==> src/rtl/ldpc_pkg.sv <==
// ----------------------------------------------------------------------------
// ldpc_pkg
// Shared definitions for the ldpcEncDec serial front end.
//   CW_BITS_DEF   : default codeword length in bits
//   deser_state_t : deserialiser FSM states
//   cnt_width()   : width of a counter that must hold the values 0..bits
// Build option: LDPC_DESER_PARITY_EN (PAR state only reachable when defined).
// ----------------------------------------------------------------------------
package ldpc_pkg;

    localparam int CW_BITS_DEF = 128;

    typedef enum logic [2:0] {
        IDLE     = 3'd0,
        SHIFT    = 3'd1,
        PAR      = 3'd2,
        COMMIT   = 3'd3,
        WAIT_END = 3'd4
    } deser_state_t;

    function automatic int cnt_width(input int bits);
        return $clog2(bits + 1);
    endfunction

endpackage

==> src/rtl/ldpc_serial_deser_if.sv <==
// ----------------------------------------------------------------------------
// ldpc_serial_deser_if
// Codeword handshake between the serial deserialiser and the ldpcEncDec core.
//   cw_data  : held codeword, first received bit at [CW_BITS-1]
//   cw_valid : cw_data holds an unconsumed codeword
//   cw_ready : consumer accepts; transfer when cw_valid & cw_ready
//   cw_perr  : parity error flag for the held codeword
// Modports: master (deserialiser side), slave (core side).
// ----------------------------------------------------------------------------
interface ldpc_serial_deser_if #(
    parameter int CW_BITS = 128
) ();

    logic [CW_BITS-1:0] cw_data;
    logic               cw_valid;
    logic               cw_ready;
    logic               cw_perr;

    modport master (
        output cw_data,
        output cw_valid,
        output cw_perr,
        input  cw_ready
    );

    modport slave (
        input  cw_data,
        input  cw_valid,
        input  cw_perr,
        output cw_ready
    );

endinterface

==> src/rtl/ldpc_pin_sync.sv <==
// ----------------------------------------------------------------------------
// ldpc_pin_sync
// N-stage synchroniser for one asynchronous pin plus a rising-edge pulse.
//   clk     : system clock
//   rst_ni  : synchronous active-low reset, clears every flop
//   pin_i   : asynchronous pin
//   sync_o  : pin after STAGES flops
//   rise_o  : 1-cycle pulse when sync_o goes 0 -> 1 (one extra flop)
// ----------------------------------------------------------------------------
module ldpc_pin_sync #(
    parameter int STAGES = 2
) (
    input  logic clk,
    input  logic rst_ni,
    input  logic pin_i,
    output logic sync_o,
    output logic rise_o
);

    logic [STAGES-1:0] stage_q;
    logic              prev_q;

    genvar gi;
    generate
        for (gi = 0; gi < STAGES; gi++) begin : g_stage
            if (gi == 0) begin : g_first
                always_ff @(posedge clk) begin
                    if (!rst_ni) stage_q[gi] <= 1'b0;
                    else         stage_q[gi] <= pin_i;
                end
            end else begin : g_rest
                always_ff @(posedge clk) begin
                    if (!rst_ni) stage_q[gi] <= 1'b0;
                    else         stage_q[gi] <= stage_q[gi-1];
                end
            end
        end
    endgenerate

    always_ff @(posedge clk) begin
        if (!rst_ni) prev_q <= 1'b0;
        else         prev_q <= stage_q[STAGES-1];
    end

    assign sync_o = stage_q[STAGES-1];
    assign rise_o = stage_q[STAGES-1] & ~prev_q;

endmodule

==> src/rtl/ldpc_serial_deser.sv <==
// ----------------------------------------------------------------------------
// ldpc_serial_deser
// Pad-side serial front end for the ldpcEncDec core. Synchronises the sclk,
// frame and data pins into wb_clk_i, shifts in one CW_BITS codeword per frame
// (MSB first) and presents it through a one-entry holding register.
//   wb_clk_i   : system clock
//   wb_rst_ni  : synchronous active-low reset
//   deser_en   : 1 = accept frames, 0 = force IDLE and drop a partial frame
//   pin_sclk   : async serial clock, data sampled on its rising edge
//   pin_frame  : async frame, high for the whole frame
//   pin_data   : async serial data
//   cw_if      : codeword handshake (master side)
//   frame_err  : 1-cycle pulse, frame dropped before all bits arrived
//   overrun    : 1-cycle pulse, frame completed with holding register full
//   bit_cnt    : bits captured in the current frame, saturates at CW_BITS
// Build option: LDPC_DESER_PARITY_EN adds a trailing even-parity bit per
// frame (PAR state) and drives cw_perr; otherwise cw_perr is 0.
// ----------------------------------------------------------------------------
module ldpc_serial_deser
    import ldpc_pkg::*;
#(
    parameter int CW_BITS     = CW_BITS_DEF,
    parameter int SYNC_STAGES = 2
) (
    input  logic                           wb_clk_i,
    input  logic                           wb_rst_ni,
    input  logic                           deser_en,
    input  logic                           pin_sclk,
    input  logic                           pin_frame,
    input  logic                           pin_data,
    ldpc_serial_deser_if.master            cw_if,
    output logic                           frame_err,
    output logic                           overrun,
    output logic [cnt_width(CW_BITS)-1:0]  bit_cnt
);

    localparam int                CNT_W   = cnt_width(CW_BITS);
    localparam logic [CNT_W-1:0]  CNT_MAX = CNT_W'(CW_BITS);

    // ---------------------------------------------------------------- sync
    logic sclk_rise;
    logic frame_s;
    logic data_s;

    ldpc_pin_sync #(.STAGES(SYNC_STAGES)) u_sync_sclk (
        .clk    (wb_clk_i),
        .rst_ni (wb_rst_ni),
        .pin_i  (pin_sclk),
        .sync_o (),
        .rise_o (sclk_rise)
    );

    ldpc_pin_sync #(.STAGES(SYNC_STAGES)) u_sync_frame (
        .clk    (wb_clk_i),
        .rst_ni (wb_rst_ni),
        .pin_i  (pin_frame),
        .sync_o (frame_s),
        .rise_o ()
    );

    ldpc_pin_sync #(.STAGES(SYNC_STAGES)) u_sync_data (
        .clk    (wb_clk_i),
        .rst_ni (wb_rst_ni),
        .pin_i  (pin_data),
        .sync_o (data_s),
        .rise_o ()
    );

    // ---------------------------------------------------------------- state
    deser_state_t        state_q, state_d;
    logic [CW_BITS-1:0]  shift_q, shift_d;
    logic [CNT_W-1:0]    cnt_q,   cnt_d;
    logic [CW_BITS-1:0]  data_q,  data_d;
    logic                valid_q, valid_d;
    logic                perr_q,  perr_d;
    logic                ferr_q,  ferr_d;
    logic                ovr_q,   ovr_d;
    logic                en_q;
    logic                load;
    logic                perr_calc;

`ifdef LDPC_DESER_PARITY_EN
    logic                par_q, par_d;
    localparam deser_state_t LAST_BIT_NEXT = PAR;
    // Even parity: data XOR parity bit must be 0.
    assign perr_calc = (^shift_q) != par_q;
`else
    localparam deser_state_t LAST_BIT_NEXT = COMMIT;
    assign perr_calc = 1'b0;
`endif

    always_comb begin
        state_d = state_q;
        shift_d = shift_q;
        cnt_d   = cnt_q;
        data_d  = data_q;
        valid_d = valid_q;
        perr_d  = perr_q;
        ferr_d  = 1'b0;
        ovr_d   = 1'b0;
        load    = 1'b0;
`ifdef LDPC_DESER_PARITY_EN
        par_d   = par_q;
`endif

        case (state_q)
            IDLE: begin
                if (deser_en) begin
                    // Enable just came back while a frame is already in
                    // flight: skip the rest of it instead of misaligning.
                    if (!en_q && frame_s) begin
                        state_d = WAIT_END;
                    end else if (frame_s && sclk_rise) begin
                        shift_d = {shift_q[CW_BITS-2:0], data_s};
                        cnt_d   = CNT_W'(1);
                        state_d = SHIFT;
                    end
                end
            end

            SHIFT: begin
                if (!deser_en) begin
                    cnt_d   = '0;
                    state_d = IDLE;
                end else if (!frame_s) begin
                    ferr_d  = 1'b1;
                    cnt_d   = '0;
                    state_d = IDLE;
                end else if (sclk_rise) begin
                    shift_d = {shift_q[CW_BITS-2:0], data_s};
                    cnt_d   = (cnt_q == CNT_MAX) ? cnt_q : cnt_q + 1'b1;
                    if (cnt_q == CNT_MAX - 1'b1) begin
                        state_d = LAST_BIT_NEXT;
                    end
                end
            end

`ifdef LDPC_DESER_PARITY_EN
            PAR: begin
                if (!deser_en) begin
                    cnt_d   = '0;
                    state_d = IDLE;
                end else if (!frame_s) begin
                    ferr_d  = 1'b1;
                    cnt_d   = '0;
                    state_d = IDLE;
                end else if (sclk_rise) begin
                    par_d   = data_s;
                    state_d = COMMIT;
                end
            end
`endif

            COMMIT: begin
                // A word accepted this very cycle frees the holding register.
                if (!valid_q || cw_if.cw_ready) begin
                    load = 1'b1;
                end else begin
                    ovr_d = 1'b1;
                end
                state_d = WAIT_END;
            end

            WAIT_END: begin
                if (!deser_en || !frame_s) begin
                    cnt_d   = '0;
                    state_d = IDLE;
                end
            end

            default: begin
                cnt_d   = '0;
                state_d = IDLE;
            end
        endcase

        // Holding register / handshake; a load overrides the clear so that
        // accept + commit in one cycle keeps cw_valid high with the new word.
        if (valid_q && cw_if.cw_ready) begin
            valid_d = 1'b0;
            perr_d  = 1'b0;
        end
        if (load) begin
            valid_d = 1'b1;
            data_d  = shift_q;
            perr_d  = perr_calc;
        end
    end

    always_ff @(posedge wb_clk_i) begin
        if (!wb_rst_ni) begin
            state_q <= IDLE;
            shift_q <= '0;
            cnt_q   <= '0;
            data_q  <= '0;
            valid_q <= 1'b0;
            perr_q  <= 1'b0;
            ferr_q  <= 1'b0;
            ovr_q   <= 1'b0;
            en_q    <= 1'b0;
`ifdef LDPC_DESER_PARITY_EN
            par_q   <= 1'b0;
`endif
        end else begin
            state_q <= state_d;
            shift_q <= shift_d;
            cnt_q   <= cnt_d;
            data_q  <= data_d;
            valid_q <= valid_d;
            perr_q  <= perr_d;
            ferr_q  <= ferr_d;
            ovr_q   <= ovr_d;
            en_q    <= deser_en;
`ifdef LDPC_DESER_PARITY_EN
            par_q   <= par_d;
`endif
        end
    end

    assign cw_if.cw_data  = data_q;
    assign cw_if.cw_valid = valid_q;
    assign cw_if.cw_perr  = perr_q;
    assign frame_err      = ferr_q;
    assign overrun        = ovr_q;
    assign bit_cnt        = cnt_q;

endmodule

==> src/flat_wrapper.sv <==
// flat-port wrapper written by rule: the top's interface ports become plain ports
module ldpc_serial_deser_flat import ldpc_pkg::*;
#(
    parameter int CW_BITS     = CW_BITS_DEF,
    parameter int SYNC_STAGES = 2
)
  (wb_clk_i, wb_rst_ni, deser_en, pin_sclk, pin_frame, pin_data, frame_err, overrun, bit_cnt, cw_if_cw_data, cw_if_cw_valid, cw_if_cw_perr, cw_if_cw_ready);
  ldpc_serial_deser_if #(.CW_BITS(CW_BITS)) cw_if_i ();
  input  logic wb_clk_i;
  input  logic wb_rst_ni;
  input  logic deser_en;
  input  logic pin_sclk;
  input  logic pin_frame;
  input  logic pin_data;
  output logic frame_err;
  output logic overrun;
  output logic [cnt_width(CW_BITS)-1:0] bit_cnt;
  output wire logic [$bits(cw_if_i.cw_data)-1:0] cw_if_cw_data;
  output wire logic [$bits(cw_if_i.cw_valid)-1:0] cw_if_cw_valid;
  output wire logic [$bits(cw_if_i.cw_perr)-1:0] cw_if_cw_perr;
  input wire logic [$bits(cw_if_i.cw_ready)-1:0] cw_if_cw_ready;
  assign cw_if_cw_data = cw_if_i.cw_data;
  assign cw_if_cw_valid = cw_if_i.cw_valid;
  assign cw_if_cw_perr = cw_if_i.cw_perr;
  assign cw_if_i.cw_ready = cw_if_cw_ready;
  ldpc_serial_deser #(.CW_BITS(CW_BITS), .SYNC_STAGES(SYNC_STAGES)) u_core (.wb_clk_i(wb_clk_i), .wb_rst_ni(wb_rst_ni), .deser_en(deser_en), .pin_sclk(pin_sclk), .pin_frame(pin_frame), .pin_data(pin_data), .cw_if(cw_if_i), .frame_err(frame_err), .overrun(overrun), .bit_cnt(bit_cnt));
endmodule
==> config.mk <==
export PLATFORM = sky130hd
export DESIGN_NAME = ldpc_serial_deser_flat
export DESIGN_NICKNAME = d
export VERILOG_FILES = /design/src/rtl/ldpc_pkg.sv /design/src/rtl/ldpc_serial_deser_if.sv /design/src/rtl/ldpc_pin_sync.sv /design/src/rtl/ldpc_serial_deser.sv /design/src/flat_wrapper.sv
export SDC_FILE = /design/constraint.sdc
export NUM_CORES = 1
export LEC_CHECK = 0
export ABC_AREA = 1
export CAP_MARGIN = 20
export CORE_UTILIZATION = 38
export DETAILED_ROUTE_END_ITERATION = 10
export PLACE_DENSITY = 0.71
export SYNTH_ARGS = -nofsm -noshare
export SYNTH_HDL_FRONTEND = slang
export SYNTH_SLANG_ARGS = --single-unit
==> constraint.sdc <==
create_clock -name wb_clk_i -period 3.5 [get_ports wb_clk_i]
set_input_delay 0.7 -clock wb_clk_i [delete_from_list [all_inputs] [get_ports wb_clk_i]]
set_output_delay 0.7 -clock wb_clk_i [all_outputs]
set_load 0.02 [all_outputs]
* Word-level counts from Yosys, hierarchy flattened
Index checks and enable logic that the tools add are counted.
Operators by class: bitwise operators 3, reductions and logical operators 17, eq/ne operators 16, muxes and demuxes 31, add/sub/neg operators 1
Operators with widths (number):
- 2-to-1 mux 128 bit | 6
- one-hot mux 128 bit (2 select lines) | 1
- 2-to-1 mux 8 bit | 8
- one-hot mux 8 bit (4 select lines) | 1
- 2-to-1 mux 3 bit | 8
- AND reduction 7 bit | 2
- one-hot mux 3 bit (4 select lines) | 1
- adder 8 x 1 -> 8 bit, second input constant | 1
- == test 8 x 7 -> 1 bit, second input constant | 1
- == test 8 bit, second input constant | 1
- inequality test 2 bit, second input constant | 4
- inequality test 4 x 3 -> 1 bit, second input constant | 2
- 2-to-1 mux 1 bit | 6
- inequality test 2 x 1 -> 1 bit, second input constant | 3
- AND reduction 5 bit | 1
- zero test 1 bit | 4
- inequality test 4 bit, second input constant | 1
- nonzero test 2 bit | 2
- == test 3 x 1 -> 1 bit, second input constant | 1
- == test 3 x 2 -> 1 bit, second input constant | 1
- == test 3 bit, second input constant | 1
- logical AND 1 bit | 3
- zero test 3 bit | 1
- inequality test 3 x 1 -> 1 bit, second input constant | 1
- 5 further kinds | 7
Word-level totals: register bits after elaboration 278, output and inout port bits 140, logic and storage cells 83

* Logic depth before layout (Yosys ltp)
Gate-level depths: netlist of the first run.
word-level depth 7, gate-level depth with buffers 11, depth with buffers taken out 10

* Hierarchy
A second synthesis of the first run with hierarchy kept.
Second synthesis, totals: cell total of the unflattened synthesis 1308, area total of the unflattened synthesis 9980.8 µm²
By module, submodules not included:
- ldpc_serial_deser | cells each 1275, area each 9703.1 µm², seq. area each 5425.2 µm², instances 1
- ldpc_pin_sync | cells each 11, area each 92.6 µm², seq. area each 60.1 µm², instances 3

* Least setup slack after synthesis of the first run
Ideal clock, no wire load.
kind input -> register, from in deser_en, to reg u_core.cnt_q[6], in the netlist u_core.bit_cnt[6], arrival 1.481 ns, setup slack 1.887 ns, required time 3.368 ns, setup time 0.132 ns, cell stages on the path 10, path buffers 0, cell sequence nand2_2 > inv_1 > nand3_1 > nand2_1 > inv_1 > nand2_1 > nor2_4 > inv_2 > nand2_1 > a21oi_1
Between the ends: cells in the longest elaborated chain, start to end 4, elaborated cells on any way between the ends 9, classes of those cells 4 x eq/ne; 2 x mux; 3 x reduce/logical
Ends and longest elaborated chain:
- start: declaration | line flat_wrapper.sv:11 | input logic deser_en;
- zero test 1 bit
- logical OR 1 bit | line ldpc_serial_deser.sv:165 | if (!deser_en || !frame_s) begin
- inequality test 2 x 1 -> 1 bit (no line)
- AND reduction 7 bit (no line)
- end signal: assignment | line ldpc_serial_deser.sv:207 | cnt_q <= cnt_d;
- end: declaration | line ldpc_serial_deser.sv:72 | logic [CNT_W-1:0] cnt_q, cnt_d;
Parallel ways exist; a longest one is shown, timed or not. A chain may end at the register's enable or synchronous reset.

* Worst setup path after layout of the first run
from reg u_core.cnt_q[3], in the netlist u_core.bit_cnt[3], to out bit_cnt[3]
RTL lines:
- end: declaration | line flat_wrapper.sv:17 | output logic [cnt_width(CW_BITS)-1:0] bit_cnt;
No word-level cell between the ends.

==> results.txt, run 1 <==
----------------------------------------------------
[Run status]
  Outcome ... complete, no violations

[Critical path]
  Critical Path Source Type ... register
  Arrival time at the worst endpoint ... about 1.7 ns
  Critical path's top delay family ... buffers and inverters
  Worst setup slack for register-to-register paths ... 1.42 ns
  Crit-path max FO ... 7
  Crit path required time ... 2.80 ns
  Critical path endpoint category ... output pin
  Cell-by-cell trace of the critical path ... clkdlybuf4s50_1
  CP max stage delay ... 0.66 ns
  Startpoint of the most critical register-to-register path ... u_core.u_sync_frame.sync_o$_SDFF_PN0_
  Worst path bufs/invs ... 1
  Type of the worst setup path ... register to output pin
  Reg-to-reg critical path endpoint ... u_core.shift_q[77]$_SDFFE_PN0P_
  Critical-path cell with the highest stage delay ... clkdlybuf4s50_1
  Reg2Reg Depth ... 8

[Floorplanning]
  Die Footprint ... 27910 µm²
  FP Rows ... 60
  Horizontal die dimension ... 167.1 µm
  Floorplan die height ... 167.1 µm
  Total core area ... 26880 µm²
  Top-level I/O count ... around 150
  Starting Density ... 0.3852

[Synthesis]
  Main combinational cell family by area after synthesis ... simple AND/OR/NAND/NOR gates
  Complex-gate fraction of the synthesized area ... 0.1349
  Synth Register Bits ... around 280
  Post-Synthesis Cell Area ... just over 10000 µm²
  Post-Syn Instances ... between 1000 and 1500
  Net Count, Synth ... 1413
  Synth Area in Adders ... 0.002417
  Number of warnings reported in the yosys synthesis log ... 0
  Share of cell area taken by muxes after synthesis ... 0
  Syn avg cell area ... approximately 7.4 µm²
  Area fraction in and, or, nand and nor cells after synthesis ... 0.2247
  Share of the synthesized netlist area taken by xor and xnor gates ... 0
  Number of unique standard cell types used by synthesis ... 24
  Share of synthesized area occupied by flip-flops and latches ... 0.5375

[Worst hold path]
  Worst min-delay path startpoint ... u_core.u_sync_sclk.stage_q[0]$_SDFF_PN0_
  Cells on Worst Hold Path ... 2
  HP Class ... register to register
  End point of the worst hold path ... u_core.u_sync_sclk.sync_o$_SDFF_PN0_

[GRT]
  Global-route usage over all layers ... 0.1455
  Pin count of the biggest net entering global routing ... 143
  Initial antenna violation count ... 0
  First-pass GRT wire length ... 34.89 mm
  Residual overflow from global routing ... 0
  Via count of the first global-routing pass ... about 7500

[Route]
  Via count normalized by instance count ... around 4.5
  Total vias in the final route ... 8445
  Initial DRC Count ... 555
  1st-pass router iterations ... 4
  DRT Wirelength ... 20.63 mm
  Per-cell routed wire length ... 11.09 µm
  Antenna-violating nets left ... 0
  DRC violations left ... 0

[Placement]
  Pre-CTS setup slack ... 0.9638 ns
  DP Cell Count ... 1811
  Placer congestion estimate ... 0.8219
  Count of buffers from port buffering ... 145
  DPL Wire Length ... 12.59 mm

[Clocking]
  CTS tree ... done
  Total number of clock tree sinks ... 278
  Quantity of gates resized following cts ... 0
  Maximum count of clock buffers along a single path ... 3
  Clock root buffer master ... clkbuf_16
  Clock slew at the register clock pins of the worst setup and hold paths ... 0.06 ns
  Post-CTS Setup Bufs ... 0
  H-tree levels ... 1
  Cts hold-fix bufs ... 0
  Clock insertion delay at the later pin of the skew report ... 0.53 ns
  CTS Buf Count ... 28

[STA]
  Slew at the pin closest to its max-slew limit ... 0.5642 ns
  Total count of max-transition violations in the final report ... 0
  Final setup margin ... ~1.2 ns
  Achievable frequency ... 426.3 MHz
  Final hold violation count ... 0
  Setup repair after global routing missed its margin ... false
  Worst-case clock skew ... between 0.015 and 0.02 ns
  Minimum period implied by the final worst setup slack ... 2.346 ns
  Final worst-path cycle share ... 0.6702
  Worst slew margin ... 0.6237
  Setup violators final ... 0
  Final total negative setup slack ... 0 ns

[Finish]
  Final cell utilization of the core ... 0.4792
  Layout cell share with drive strength beyond 1 ... 0.04408
  Antenna diodes ... 0
  Sequential standard cell area ... 5565 µm²
  Area occupied by multi-input gates ... 3767 µm²
  Filler-free cell count of the finished design ... between 1500 and 2000
  Count of filler cells inserted in the layout ... 2610
  Area Growth Syn to Fin ... 24.39%
  Final Net Count ... 1509

[Job]
  Max-cap violations ... 0

[Power]
  Worst voltage drop across the vdd grid ... 0.0002673 V
  Static Leak ... roughly 6.1 nW
  Total power density per cell area ... 489.2 nW/µm²

----------------------------------------------------
[sequential cells by signal, summed over array words and instances (netlist names), 3 cells and up]
signal / count
u_core.cw_if.cw_data: 128
u_core.state_q: 3
u_core.shift_q: 128
u_core.bit_cnt: 8
[per-stage QoR]
| stage | hold WS, ns | power [mW] | instance area [µm²] |
|---|---|---|---|
| global placement | 0.3953 | 3.418 | 11950 |
| CTS | 0.4101 | 6.402 | 12880 |
| floorplan | 0.3905 | 3.376 | 10350 |
| detailed placement | 0.3961 | 3.420 | 11950 |
| finish | 0.4096 | 6.300 | 12880 |
| global route | 0.4320 | 6.556 | 12880 |
[logic make-up (layout without fill, tap and decap cells)]
kind of cell	Yosys count	in the layout
buf+inv	246	362
simple gates	601	601
compound gates	276	276
fa+ha+maj	2	2
flops	278	278
other cells	1	1
[cells in the final DEF (no fill, tap or decap)]
cell type        count
clkdlybuf4s50_1    144
conb_1               1
ha_1                 2
clkbuf_1             5
or2_2                1
nand2_2              1
o2111ai_4            1
inv_1              155
clkbuf_8             9
a21boi_0             1
nor2_2               2
inv_2                3
nand3_2              1
dfxtp_1            278
clkbuf_16           29
buf_12               6
nor2_1             270
nand3_1             17
bufinv_16            1
o21bai_1             1
nor3_1               6
buf_6                1
o21ai_0            135
clkinvlp_4           1
clkinv_2             5
nand2_1            297
a21oi_1            138
nor2_4               3
buf_4                3
nand4_1              3
[final cells by class]
| class | instances | share of cell area |
|---|---|---|
| inverter | 158 | 0.04605 |
| clock inverter | 7 | 0.004858 |
| clock buffer | 43 | 0.06742 |
| timing repair buffer | 154 | 0.1239 |
| multi-input combinational | 880 | 0.2925 |
| sequential | 278 | 0.4321 |
| tap | 341 | 0.03313 |
[worst max path at each step]
stage | from | endpoint | depth (start not counted)
after floorplan | deser_en | u_core.bit_cnt[6]$_SDFFE_PN0P_ | 10
after detailed placement | deser_en | u_core.shift_q[51]$_SDFFE_PN0P_ | 8
after CTS | u_core.bit_cnt[6]$_SDFFE_PN0P_ | bit_cnt[6] | 1
after global placement | deser_en | u_core.shift_q[49]$_SDFFE_PN0P_ | 8
after global routing | u_core.bit_cnt[6]$_SDFFE_PN0P_ | bit_cnt[6] | 1
final | u_core.bit_cnt[3]$_SDFFE_PN0P_ | bit_cnt[3] | 1
[power breakdown]
part           switching, mW  total, mW  leakage (nW)  internal (mW)
clock network           1.18       2.95         0.462           1.77
registers             0.0149       3.20          2.24           3.18
logic                  0.107      0.151          3.43         0.0439
total                   1.30       6.30          6.13           5.00
[synth_stat cells]
cell type | count | area (µm²)
conb_1 | 1 | 3.750
inv_1 | 155 | 581.8
buf_2 | 40 | 200.2
a21oi_1 | 138 | 690.7
nor3_1 | 6 | 30.03
o2111ai_2 | 1 | 15.01
ha_1 | 2 | 25.02
nor2_1 | 270 | 1013
buf_1 | 9 | 33.78
dfxtp_1 | 278 | 5565
inv_2 | 3 | 11.26
o21bai_1 | 1 | 7.510
a21boi_0 | 1 | 7.510
nand4_1 | 3 | 18.77
buf_4 | 17 | 127.6
nand2_2 | 1 | 6.260
clkbuf_1 | 22 | 82.58
nand3_2 | 1 | 10.01
nor2_2 | 3 | 18.77
nand2_1 | 297 | 1115
nand3_1 | 17 | 85.08
or2_2 | 1 | 6.260
o21ai_0 | 135 | 675.7
nor2_4 | 2 | 22.52
[layer usage]
metal | part of all wire | GRT usage | vias to the layer above | wire length (µm)
met4 | 0.011 | 0.03180 | 0 | 237
li1 | - | - | 4513 | -
met5 | 0 | 0 | - | 0
met1 | 0.50 | 0.2044 | 3744 | 10270
met2 | 0.44 | 0.2318 | 161 | 9028
met3 | 0.053 | 0.02590 | 27 | 1098
Note: power is estimated with default switching activity, not from simulation.
==> run 2: changes to the inputs <==
--- a/config.mk
+++ b/config.mk
@@ -9,7 +9,7 @@
 export CAP_MARGIN = 20
 export CORE_UTILIZATION = 38
 export DETAILED_ROUTE_END_ITERATION = 10
-export PLACE_DENSITY = 0.71
+export PLACE_DENSITY = 0.73
 export SYNTH_ARGS = -nofsm -noshare
 export SYNTH_HDL_FRONTEND = slang
 export SYNTH_SLANG_ARGS = --single-unit
==> constraint.sdc (replaced) <==
create_clock -name wb_clk_i -period 1.9 [get_ports wb_clk_i]
set_input_delay 0.38 -clock wb_clk_i [delete_from_list [all_inputs] [get_ports wb_clk_i]]
set_output_delay 0.38 -clock wb_clk_i [all_outputs]
set_load 0.02 [all_outputs]
==> results.txt, run 2 (synthesized netlist as in run 1, its figures left out) <==
----------------------------------------------------
[STA]
  Achievable frequency ... 540.3 MHz
  Final hold violation count ... 0 (unchanged)
  Final setup margin ... 0.04905 ns (-1.105 ns)
  Minimum period implied by the final worst setup slack ... 1.851 ns
  Final worst-path cycle share ... 0.9742
  Total count of max-transition violations in the final report ... 0 (unchanged)
  Worst slew margin ... 0.6383 (+0.01459)
  Setup violators final ... 0 (unchanged)
  Worst-case clock skew ... 0.007336 ns (-0.007964 ns)
  Slew at the pin closest to its max-slew limit ... 0.5426 ns (-0.02164 ns)

[Route]
  Via count normalized by instance count ... 4.547 (+0.19%)
  1st-pass router iterations ... 5 (+1)
  DRC violations left ... 0 (unchanged)
  Total vias in the final route ... 8516 (+0.84%)
  Per-cell routed wire length ... 11.49 µm (+3.7%)
  Initial DRC Count ... 430 (-23%)
  Antenna-violating nets left ... 0 (unchanged)
  DRT Wirelength ... 21.53 mm (+4.4%)

[Power]
  Worst voltage drop across the vdd grid ... 0.0006021 V (+130%)
  Static Leak ... 7.105 nW (+16%)
  Total power density per cell area ... 868.0 nW/µm² (+77%)

[Finish]
  Antenna diodes ... 0 (unchanged)
  Layout cell share with drive strength beyond 1 ... 0.04961 (+0.005529)
  Final Net Count ... 1525 (+1.1%)
  Filler-free cell count of the finished design ... 1873 (+0.64%)
  Area Growth Syn to Fin ... 25.85%
  Most common cell after layout, fill and taps aside ... nand2_1
  Commonest cells after routing, fill and taps aside ... 297 x nand2_1, 278 x dfxtp_1, 270 x nor2_1, 155 x inv_1, 138 x a21oi_1
  Count of filler cells inserted in the layout ... 2584 (-1.0%)
  Final cell utilization of the core ... 0.4848 (+0.005633)

[Clocking]
  Clock slew at the register clock pins of the worst setup and hold paths ... 0.06 ns (about the same)
  Clock insertion delay at the later pin of the skew report ... 0.53 ns (about the same)
  Post-CTS Setup Bufs ... 0 (unchanged)
  Total number of clock tree sinks ... 278 (unchanged)
  CTS Buf Count ... 28 (unchanged)
  Quantity of gates resized following cts ... 32 (+32)
  Cts hold-fix bufs ... 0 (unchanged)
  H-tree levels ... 1 (unchanged)
  CTS tree ... done
  Maximum count of clock buffers along a single path ... 3 (unchanged)
  Clock root buffer master ... clkbuf_16

[Placement]
  Pre-CTS setup slack ... -0.1086 ns (-1.072 ns)
  Placer congestion estimate ... 0.8367 (+1.8%)
  DPL Wire Length ... 13.63 mm (+8.3%)
  DP Cell Count ... 1827 (+0.88%)
  Count of buffers from port buffering ... 145 (unchanged)

[Worst hold path]
  HP Class ... input pin to register

[Critical path]
  Critical path endpoint category ... output pin
  Crit-path max FO ... 2 (-5)
  Critical Path Source Type ... register
  Critical-path cell with the highest stage delay ... clkdlybuf4s50_1
  Crit path required time ... 1.52 ns (-1.28 ns)
  Cell-by-cell trace of the critical path ... clkdlybuf4s50_1
  Arrival time at the worst endpoint ... 1.47 ns (-0.18 ns)
  CP max stage delay ... 0.61 ns (-0.05 ns)
  Worst path bufs/invs ... 1 (unchanged)
  Critical path's top delay family ... buffers and inverters
  Type of the worst setup path ... register to output pin

[GRT]
  Initial antenna violation count ... 0 (unchanged)
  First-pass GRT wire length ... 36.14 mm (+3.6%)
  Pin count of the biggest net entering global routing ... 133 (-7.0%)
  Global-route usage over all layers ... 0.1515 (+0.006051)
  Residual overflow from global routing ... 0 (unchanged)
  Via count of the first global-routing pass ... 7625 (+2.3%)

[Floorplanning]
  Horizontal die dimension ... 167.1 µm (unchanged)
  Top-level I/O count ... 147 (unchanged)
  FP Rows ... 60 (unchanged)
  Starting Density ... 0.3852 (unchanged)
  Floorplan die height ... 167.1 µm (unchanged)
  Total core area ... 26880 µm² (unchanged)
  Die Footprint ... 27910 µm² (unchanged)

[Job]
  Max-cap violations ... 0 (unchanged)

[Run status]
  Outcome ... complete, no violations

----------------------------------------------------
## run 2: cell count changes in the layout (fill, tap and decap cells not counted), sizes merged, moves of 3 or more
cell / before / now
dlymetal6s2s: 0 / 41
buf: 10 / 26
clkinv: 5 / 2
dlygate4sd2: 0 / 32
clkdlybuf4s50: 144 / 71
## run 2: per-stage QoR
stage / area, µm² / power (mW) / TNS, ns / hold slack [ns]
final: 13030 / 11.31 / 0 / 0.2423
after global routing: 13030 / 11.75 / -0.001786 / 0.2352
after CTS: 12930 / 11.48 / 0 / 0.2187
after detailed placement: 12120 / 6.307 / -9.788 / 0.4052
after global placement: 12120 / 6.302 / -5.380 / 0.3926
after floorplan: 10350 / 6.218 / 0 / 0.3905
## run 2: where the power goes
part | leakage [nW] | switching (mW) | total, mW | internal [mW]
clock | 0.411 | 2.17 | 5.13 | 2.96
combinational | 4.45 | 0.202 | 0.288 | 0.0851
sequential | 2.24 | 0.0256 | 5.89 | 5.86
total | 7.10 | 2.40 | 11.3 | 8.91
## run 2: final timing paths
check                           slack, ns  depth (start not counted)                                     to                                      start
worst max register to register       0.17                          8        u_core.shift_q[77]$_SDFFE_PN0P_      u_core.u_sync_frame.sync_o$_SDFF_PN0_
worst min register to register       0.42                          2  u_core.u_sync_frame.sync_o$_SDFF_PN0_  u_core.u_sync_frame.stage_q[0]$_SDFF_PN0_
worst min-delay path                 0.24                          3        u_core.shift_q[54]$_SDFFE_PN0P_                                  wb_rst_ni
worst max-delay path                 0.05                          1                      cw_if_cw_data[24]      u_core.cw_if.cw_data[24]$_SDFFE_PN0P_
## run 2: area by class of cell
| type | count | area, µm² | area share |
|---|---|---|---|
| clock buffers | 42 | 824.5 | 0.06328 |
| multi-input cells | 880 | 3767 | 0.2891 |
| flip-flops and latches | 278 | 5565 | 0.4271 |
| clock inverters | 4 | 25.02 | 0.001920 |
| repair buffers | 170 | 1828 | 0.1403 |
| inverters | 158 | 593.1 | 0.04552 |
| well taps | 341 | 426.7 | 0.03274 |
## run 2: routing by layer
| metal | vias up | routed length [µm] | track usage | share of wire |
|---|---|---|---|---|
| met4 | 0 | 291 | 0.03784 | 0.014 |
| met1 | 3757 | 10600 | 0.2121 | 0.49 |
| li1 | 4551 | - | - | - |
| met5 | - | 0 | 0 | 0 |
| met2 | 179 | 9581 | 0.2396 | 0.45 |
| met3 | 29 | 1052 | 0.02780 | 0.049 |
